`src/rtl/kf8259_inta_sequencer.sv`:
```
// kf8259_inta_sequencer
//
// Runs the two-pulse interrupt-acknowledge cycle for a KF8259. The first
// INTA pulse tells the controller to freeze its priority resolution. The
// second pulse makes it drive the vector, which is captured and handed back
// to the CPU core with a one-cycle valid strobe.
//
// Parameters
//   INTA_LOW_CYCLES  cycles each INTA pulse is held low (1..255)
//   INTA_GAP_CYCLES  cycles INTA is high between the two pulses (1..255)
//   SPURIOUS_VECTOR  vector reported when the controller leaves the bus floating
//
// Optional feature macro: KF8259_INTA_AUTO_EN
//   Defined:   a sequence also starts when interrupt_to_cpu has been high for
//              two consecutive samples. After each completed sequence this
//              auto-start is re-armed only by a low sample of interrupt_to_cpu.
//   Undefined: only vector_request starts a sequence.
//
// Ports
//   clock, reset            single clock, synchronous active-high reset
//   vector_request          one-cycle start request from the CPU core
//   interrupt_to_cpu        INT from the KF8259 (used only with auto-start)
//   pic_data_bus_out        KF8259 data output
//   pic_data_bus_io         0 while the KF8259 drives pic_data_bus_out
//   interrupt_acknowledge_n INTA strobe to the KF8259, active low
//   lock_n                  bus lock, low from the first pulse to the end of the second
//   busy                    high in every state except IDLE
//   vector_valid            one-cycle strobe: vector was just updated
//   vector                  last captured vector (cleared only by reset)
//   request_dropped         one-cycle pulse: a request arrived while busy
//   debug_state             current FSM state, for checkers
//
// Handshake: vector_request is a one-cycle strobe with no ready. It is
// accepted only when busy is low at the sampling edge. Otherwise it is
// discarded and request_dropped pulses on the next cycle. vector_valid is a
// one-cycle strobe with no back-pressure. The core must take vector in that
// cycle or read it later, because vector holds its value until the next capture.
//
// All outputs are registered. Each output is written at the same edge that
// moves the FSM into the state the output describes.

module kf8259_inta_sequencer #(
  parameter int unsigned INTA_LOW_CYCLES = 4,
  parameter int unsigned INTA_GAP_CYCLES = 2,
  parameter logic [7:0]  SPURIOUS_VECTOR = 8'hFF
) (
  input  logic       clock,
  input  logic       reset,
  input  logic       vector_request,
  input  logic       interrupt_to_cpu,
  input  logic [7:0] pic_data_bus_out,
  input  logic       pic_data_bus_io,
  output logic       interrupt_acknowledge_n,
  output logic       lock_n,
  output logic       busy,
  output logic       vector_valid,
  output logic [7:0] vector,
  output logic       request_dropped,
  output logic [2:0] debug_state
);

  typedef enum logic [2:0] {
    IDLE  = 3'd0,
    INTA1 = 3'd1,
    GAP   = 3'd2,
    INTA2 = 3'd3,
    DONE  = 3'd4
  } state_t;

  localparam logic [7:0] LOW_LOAD = 8'(INTA_LOW_CYCLES - 1);
  localparam logic [7:0] GAP_LOAD = 8'(INTA_GAP_CYCLES - 1);

  state_t     state;
  logic [7:0] counter;
  logic       start;

  assign debug_state = state;

`ifdef KF8259_INTA_AUTO_EN
  // int_q holds the previous sample of INT. Two high samples in a row
  // qualify an auto-start, which filters out single-cycle glitches.
  logic int_q;
  logic auto_armed;

  assign start = vector_request | (interrupt_to_cpu & int_q & auto_armed);
`else
  logic unused_interrupt_to_cpu;

  assign unused_interrupt_to_cpu = interrupt_to_cpu;
  assign start = vector_request;
`endif

  always_ff @(posedge clock) begin
    if (reset) begin
      state                   <= IDLE;
      counter                 <= 8'd0;
      interrupt_acknowledge_n <= 1'b1;
      lock_n                  <= 1'b1;
      busy                    <= 1'b0;
      vector_valid            <= 1'b0;
      vector                  <= 8'h00;
      request_dropped         <= 1'b0;
`ifdef KF8259_INTA_AUTO_EN
      int_q                   <= 1'b0;
      auto_armed              <= 1'b1;
`endif
    end else begin
      vector_valid    <= 1'b0;
      request_dropped <= vector_request && (state != IDLE);

`ifdef KF8259_INTA_AUTO_EN
      int_q <= interrupt_to_cpu;
      // Completing a sequence disarms auto-start. A later low sample of
      // INT re-arms it, so a level that stays high cannot retrigger.
      if (state == INTA2 && counter == 8'd0) begin
        auto_armed <= 1'b0;
      end else if (!interrupt_to_cpu) begin
        auto_armed <= 1'b1;
      end
`endif

      case (state)
        IDLE: begin
          if (start) begin
            state                   <= INTA1;
            counter                 <= LOW_LOAD;
            interrupt_acknowledge_n <= 1'b0;
            lock_n                  <= 1'b0;
            busy                    <= 1'b1;
          end
        end
        INTA1: begin
          if (counter == 8'd0) begin
            state                   <= GAP;
            counter                 <= GAP_LOAD;
            interrupt_acknowledge_n <= 1'b1;
          end else begin
            counter <= counter - 8'd1;
          end
        end
        GAP: begin
          if (counter == 8'd0) begin
            state                   <= INTA2;
            counter                 <= LOW_LOAD;
            interrupt_acknowledge_n <= 1'b0;
          end else begin
            counter <= counter - 8'd1;
          end
        end
        INTA2: begin
          if (counter == 8'd0) begin
            // Sample the bus on the edge that ends the second pulse. A
            // floating bus means the controller did not answer.
            state                   <= DONE;
            vector                  <= pic_data_bus_io ? SPURIOUS_VECTOR : pic_data_bus_out;
            vector_valid            <= 1'b1;
            interrupt_acknowledge_n <= 1'b1;
            lock_n                  <= 1'b1;
          end else begin
            counter <= counter - 8'd1;
          end
        end
        DONE: begin
          state <= IDLE;
          busy  <= 1'b0;
        end
        default: begin
          state                   <= IDLE;
          counter                 <= 8'd0;
          interrupt_acknowledge_n <= 1'b1;
          lock_n                  <= 1'b1;
          busy                    <= 1'b0;
        end
      endcase
    end
  end

endmodule

```
`config.mk`:
```
export PLATFORM = sky130hd
export DESIGN_NAME = kf8259_inta_sequencer
export DESIGN_NICKNAME = d
export VERILOG_FILES = /design/src/rtl/kf8259_inta_sequencer.sv
export SDC_FILE = /design/constraint.sdc
export NUM_CORES = 1
export LEC_CHECK = 0
export ABC_AREA = 1
export CORE_UTILIZATION = 52
export DETAILED_ROUTE_END_ITERATION = 6
export PLACE_DENSITY = 0.94
export SETUP_SLACK_MARGIN = 0.15
export SLEW_MARGIN = 15
export SYNTH_ARGS = -nofsm -noshare
export SYNTH_HDL_FRONTEND = slang
export SYNTH_SLANG_ARGS = --single-unit
```
`constraint.sdc`:
```
create_clock -name clock -period 3.8 [get_ports clock]
set_input_delay 0.95 -clock clock [delete_from_list [all_inputs] [get_ports clock]]
set_output_delay 0.95 -clock clock [all_outputs]
set_load 0.03 [all_outputs]
```
==> impl_results.md, run 1 <==
* Worst setup EP type: primary output
* Synth Flop Type: dfxtp_1
* Register area share after synthesis at 39.0%
* Initial core utilization at 55.2%
* Synth Warn # at 0
* Sw power at 0.630 mW
* 1st-iter DRT viols at 31
* Antenna diode count at 0
* # setup viols final at 0
* Skew-Pair Late Insertion Delay at 320 ps
* Remaining Overflow, GRT at 0
* Buffers on Ports at 27
* Hold WC Path Type: reg -> reg
* Area share of and/or/nand/nor cells after synthesis at 34.8%
* Final-layout fill cell count at 176
* Hold path start: lock_n$_SDFFE_PP1P_
* DRT Pass-1 Iters at 4
* Clock Tree Buf Depth at 2
* Peak VDD IR at 0.551 mV
* Top-area cell type share of the netlist area at 39.0%
* RSZ-0062 raised after global routing: false
* Critical Path, Cell by Cell: clkdlybuf4s50_1
* Worst clock skew at 7.81 ps
* Post-Synth Adder-Cell Area at 2.03%
* Fin crit period at 2540 ps
* Buffers & Inverters on Critical Path at 1
* Syn nets at 181
* DP Worst Slack at 1430 ps
* Worst setup margin at 1260 ps
* Comb power frac at 59.7%
* GRT Util Overall at 24.7%
* Row cnt at 17
* Clock share of power at 10.9%
* Maxcap violations at 0
* Reg2reg path depth at 10
* Crit path kind: reg -> out
* Reg clk slew, reported paths at 130 ps
* Met1 Wirelength at 1.25 mm
* CTS tree: done
* Fin. Hold Viols at 0
* Routed via count at 1,187
* Met3 wire length at 130 um
* Relative slew margins at 71.5%
* Hold EP: lock_n$_SDFFE_PP1P_
* Post-synth EDFFs at 0
* Chip Height at 50.7 um
* Worst path slowest cell: clkdlybuf4s50_1
* Register area at 480 um^2
* Residual DRC at 0
* Cell family with most CP delay: buffers and inverters
* Max Fclk at 394 MHz
* Commonest non-fill, non-tap cells in the layout: 27 x nor2_1, 27 x nand2_1, 27 x clkdlybuf4s50_1, 24 x dfxtp_1, 17 x inv_1
* Setup TNS at 0 ps
* CP required at 2850 ps
* Die area at 2570 um^2
* Worst setup SP type: register
* Post-CTS Resized at 0
* Synthesized flop and latch total at 24
* Synth unique cells at 30
* Crit path from: debug_state[2]$_SDFFE_PP0P_
* Worst Tran Pin Value at 426 ps
* Core area at 2230 um^2
* Crit path max fanout at 6
* Syn Inst Count at 166
* Global-route wire length before repair at 4.79 mm
* Fin crit share at 66.7%
* FFs w/ async S/R, synth at 0%
* Post-CTS setup buffers at 0
* Area grow syn2layout at 25.3%
* Final HPWL DP at 2.15 mm
* Area occupied by multi-input gates at 638 um^2
* Max H-tree Level at 1
* Total wire length at 2.82 mm
* Vias per cell at 5.37
* Clock root cell: clkbuf_4
* Initial antenna violation count at 0
* Core Util, Final at 69.1%
* Chip Width at 50.7 um
* Slew Limit Fails at 0
* Net Sw Frac at 49.0%
* Mux contribution to synthesized area at 0%
* Post-synthesis xor/xnor area fraction at 0%
* Top layer in use: met4
* Worst Hold Depth at 2
* Power share of the sequential group at 29.4%
* Reg2reg end: counter[7]$_SDFFE_PP0P_
* Mapped Area at 1230 um^2
* Synth Area in Compound Gates at 14.9%
* Num Clock Sinks at 24
* Hold-fix buffers, CTS at 0
* Max stage delay on crit path at 730 ps
* Int Pwr at 0.656 mW
* Arrival @ worst endpoint at 1590 ps
* Largest net degree at the start of global routing at 14
* Final GP Congestion at 0.871
* Avg Inst Size Synth at 7.42 um^2
* Synth area leader: dfxtp_1
* P_leak at 0.684 nW
* Drt wl/cell at 12.8 um
* Final #Nets at 209
* # IOs at 29
* Reg2Reg Setup Slack at 2130 ps
* Top cells by area, synth: dfxtp_1 39%, nand2_1 8.2%, nor2_1 8.2%
* Num CTS Buffers at 3
* Reg2reg start: counter[0]$_SDFFE_PP0P_
* Outcome: finished clean
* Layout cells sized above 1 at 13.5%
* Remaining antenna violation count at 0
* Vias in the first global route at 1,154
* Wire length on met2 at 1.41 mm
* Pwr dens at 833 nW/um^2
* Largest family of logic cells by synthesized area: simple AND/OR/NAND/NOR gates
-- registers in the layout, indices dropped and copies added (netlist names) --
| signal | cells |
|---|---|
| lock_n | 1 |
| request_dropped | 1 |
| interrupt_acknowledge_n | 1 |
| counter | 8 |
| vector | 8 |
| busy | 1 |
| debug_state | 3 |
| vector_valid | 1 |
-- per-layer routing --
layer  global-route usage (%)  vias to the layer above
li1                         -                      587
met1                     28.3                      550
met2                     44.2                       45
met3                     4.85                        5
met4                     10.6                        0
met5                        0                        -
-- synth_stat cells, drive strengths merged, types with 2 or more instances --
cell,number
a21oi,7
buf,3
dfxtp,24
ha,2
inv,20
nand2,35
nand3,7
nor2,33
nor3,9
o21ai,17
o21bai,2
-- final cells by class --
type                       instances  share of cell area, %
sequential                        24                   31.1
inverter                          21                   5.43
clock buffer                       4                   2.35
timing repair buffer              27                   17.5
multi-input combinational        117                   41.3
tap                               28                   2.27
-- power by group through the flow --
stage / clock [mW] / combinational (mW) / sequential (mW)
after floorplan: 0 / 0.538 / 0.428
after global placement: 0 / 0.727 / 0.377
after detailed placement: 0 / 0.760 / 0.382
after CTS: 0.140 / 0.763 / 0.377
after global routing: 0.149 / 0.850 / 0.388
final: 0.140 / 0.769 / 0.378
-- metrics by stage --
stage | power, mW | std cells | cell area (um^2) | hold slack, ps
after floorplan | 0.966 | 166 | 1230 | 442
after global placement | 1.10 | 217 | 1510 | 453
after detailed placement | 1.14 | 217 | 1510 | 458
after CTS | 1.28 | 221 | 1540 | 488
after global routing | 1.39 | 221 | 1540 | 516
final | 1.29 | 221 | 1540 | 488
-- kinds of logic (layout without fill, tap and decap cells) --
family	after synthesis	in the layout
DFF	24	24
AOI/OAI and AO/OA	30	30
and+or+nand+nor	85	85
buffers and inverters	25	52
adders and majority gates	2	2
-- worst max path at each step --
stage                                          to  depth (start not counted)
after floorplan           counter[5]$_SDFFE_PP0P_                          8
after global placement          busy$_SDFFE_PP0P_                          4
after detailed placement  counter[5]$_SDFFE_PP0P_                          9
after CTS                          debug_state[2]                          1
after global routing               debug_state[2]                          1
final                              debug_state[2]                          1
-- worst register-to-register path, delay by kind of cell (launching register included) --
family | cells | cell delay (ps)
adder cells (fa/ha/maj) | 1 | 170
AND/OR/NAND/NOR | 8 | 950
flip-flops | 1 | 340
buffers and inverters | 1 | 150
No activity file was read; power rests on OpenSTA's default activity.
==> run 2: changes to the inputs <==
Settings changed: CORE_UTILIZATION 52 to 48, PLACE_DENSITY 0.94 to 0.88.
Clock period 3.8 ns to 2.5 ns, I/O delays scaled along.
==> run 2 against run 1 <==
Against the previous run: wire length decreased by 1.6%; via count is 1.3% lower; critical path depth stayed put; combinational power rose by 52%; power increased by 52%; core utilization shrank 2.2 points; largest cell class unchanged.
==> impl_results.md, run 2 (synthesis results as in run 1) <==
* Outcome: finished clean
* GRT Util Overall at 22.9%
* Pwr dens at 1260 nW/um^2
* 1st-iter DRT viols at 20
* Buffers on Ports at 27
* Area occupied by multi-input gates at 638 um^2
* Clock Tree Buf Depth at 2
* Chip Width at 52.7 um
* Routed via count at 1,172
* Final-layout fill cell count at 194
* Post-CTS Resized at 0
* Worst setup margin at 279 ps
* Post-Layout Cell Count at 222
* Row cnt at 17
* Vias in the first global route at 1,113
* Drt wl/cell at 12.5 um
* Final #Nets at 210
* RSZ-0062 raised after global routing: false
* Reg2reg end: counter[3]$_SDFFE_PP0P_
* Peak VDD IR at 0.701 mV
* Max stage delay on crit path at 740 ps
* Fin crit share at 88.8%
* Hold WC Path Type: reg -> reg
* Vias per cell at 5.28
* Reg clk slew, reported paths at 130 ps
* # setup viols final at 0
* Reg2reg start: counter[0]$_SDFFE_PP0P_
* Hold path start: lock_n$_SDFFE_PP1P_
* Maxcap violations at 0
* Net Sw Frac at 48.9%
* Setup TNS at 0 ps
* Num CTS Buffers at 3
* Max H-tree Level at 1
* Relative slew margins at 75.5%
* Fin. Hold Viols at 0
* Final HPWL DP at 2.13 mm
* Remaining Overflow, GRT at 0
* Hold EP: lock_n$_SDFFE_PP1P_
* Area grow syn2layout at 25.9%
* P_leak at 0.689 nW
* Crit path kind: reg -> out
* Worst setup EP type: primary output
* Final GP Congestion at 0.822
* Remaining antenna violation count at 0
* Sw power at 0.955 mW
* # IOs at 29
* CP required at 1880 ps
* Critical Path, Cell by Cell: clkdlybuf4s50_1
* Worst setup SP type: register
* Commonest non-fill, non-tap cells in the layout: 27 x nor2_1, 27 x nand2_1, 27 x clkdlybuf4s50_1, 24 x dfxtp_1, 17 x inv_1
* Residual DRC at 0
* Num Clock Sinks at 24
* Post-CTS setup buffers at 0
* Worst Hold Depth at 2
* Initial core utilization at 53.2%
* Cell area after layout at 1550 um^2
* Worst path slowest cell: clkdlybuf4s50_1
* Register area at 480 um^2
* Clock share of power at 10.7%
* Crit path max fanout at 6
* Initial antenna violation count at 0
* Area after DPL at 1520 um^2
* Global-route wire length before repair at 4.66 mm
* Total wire length at 2.78 mm
* CTS tree: done
* Die area at 2770 um^2
* DRT Pass-1 Iters at 4
* Max Fclk at 450 MHz
* Layout cells sized above 1 at 13.9%
* Int Pwr at 0.999 mW
* Buffers & Inverters on Critical Path at 1
* Clock root cell: clkbuf_4
* Cell family with most CP delay: buffers and inverters
* Fin crit period at 2220 ps
* DP Worst Slack at 459 ps
* Arrival @ worst endpoint at 1600 ps
* Power share of the sequential group at 29.5%
* Placed cell count at 218
* Skew-Pair Late Insertion Delay at 320 ps
* Slew Limit Fails at 0
* Worst Tran Pin Value at 368 ps
* Hold-fix buffers, CTS at 0
* Chip Height at 52.7 um
* Comb power frac at 59.9%
* Antenna diode count at 0
* Reg2reg path depth at 9
* Worst clock skew at 7.02 ps
* Reg2Reg Setup Slack at 810 ps
* Core area at 2320 um^2
* Largest net degree at the start of global routing at 14
[run 2: changes by cell type in the layout (fill, tap and decap cells not counted), sizes merged]
| cell | delta |
|---|---|
| buf | +1 |
[run 2: worst reg2reg max path, stage by stage (launching register included)]
cell and delay, ps:
dfxtp_1 370, inv_1 110, ha_1 220, nand2_1 170, nor2_8 80, nand2_4 170, nand2_8 110, o21ai_0 230
nand2_1 100, nor2_1 100
[run 2: how the worst max path moves through the flow]
stage	start	to	slack, ps	depth (start not counted)
2_1_floorplan	debug_state[1]$_SDFFE_PP0P_	counter[6]$_SDFFE_PP0P_	1050	9
3_3_place_gp	vector_request	counter[6]$_SDFFE_PP0P_	510	8
3_5_place_dp	vector_request	counter[3]$_SDFFE_PP0P_	460	7
4_1_cts	debug_state[2]$_SDFFE_PP0P_	debug_state[2]	280	1
5_1_grt	debug_state[2]$_SDFFE_PP0P_	debug_state[2]	240	1
6_report	debug_state[2]$_SDFFE_PP0P_	debug_state[2]	280	1
[run 2: final cells by class]
cell class	instances	area share [%]
multi-input cells	117	41.1
repair buffers	28	17.9
flip-flops and latches	24	31.0
inverters	21	5.40
clock buffers	4	2.34
well taps	28	2.26
[run 2: stage by stage]
| step | hold slack, ps | utilization [%] | total power [mW] |
|---|---|---|---|
| after floorplan | 442 | - | 1.47 |
| after global placement | 455 | 65.4 | 1.68 |
| after detailed placement | 458 | 65.4 | 1.74 |
| after CTS | 489 | 66.9 | 1.96 |
| after global routing | 512 | 66.9 | 2.12 |
| final | 482 | 66.9 | 1.95 |
[run 2: routing by layer]
| layer | global-route usage, % | part of all wire (%) | up-vias |
|---|---|---|---|
| li1 | - | - | 594 |
| met1 | 25.5 | 42 | 539 |
| met2 | 42.6 | 52 | 34 |
| met4 | 7.89 | 1.4 | 0 |
| met3 | 4.35 | 5.1 | 5 |
| met5 | 0 | 0 | - |
[run 2: power by group through the flow]
stage          clock network, mW  logic (mW)  registers [mW]
6_report                   0.209        1.17           0.576
2_1_floorplan                  0       0.818           0.650
3_3_place_gp                   0        1.11           0.573
3_5_place_dp                   0        1.16           0.581
4_1_cts                    0.214        1.17           0.573
5_1_grt                    0.228        1.30           0.587
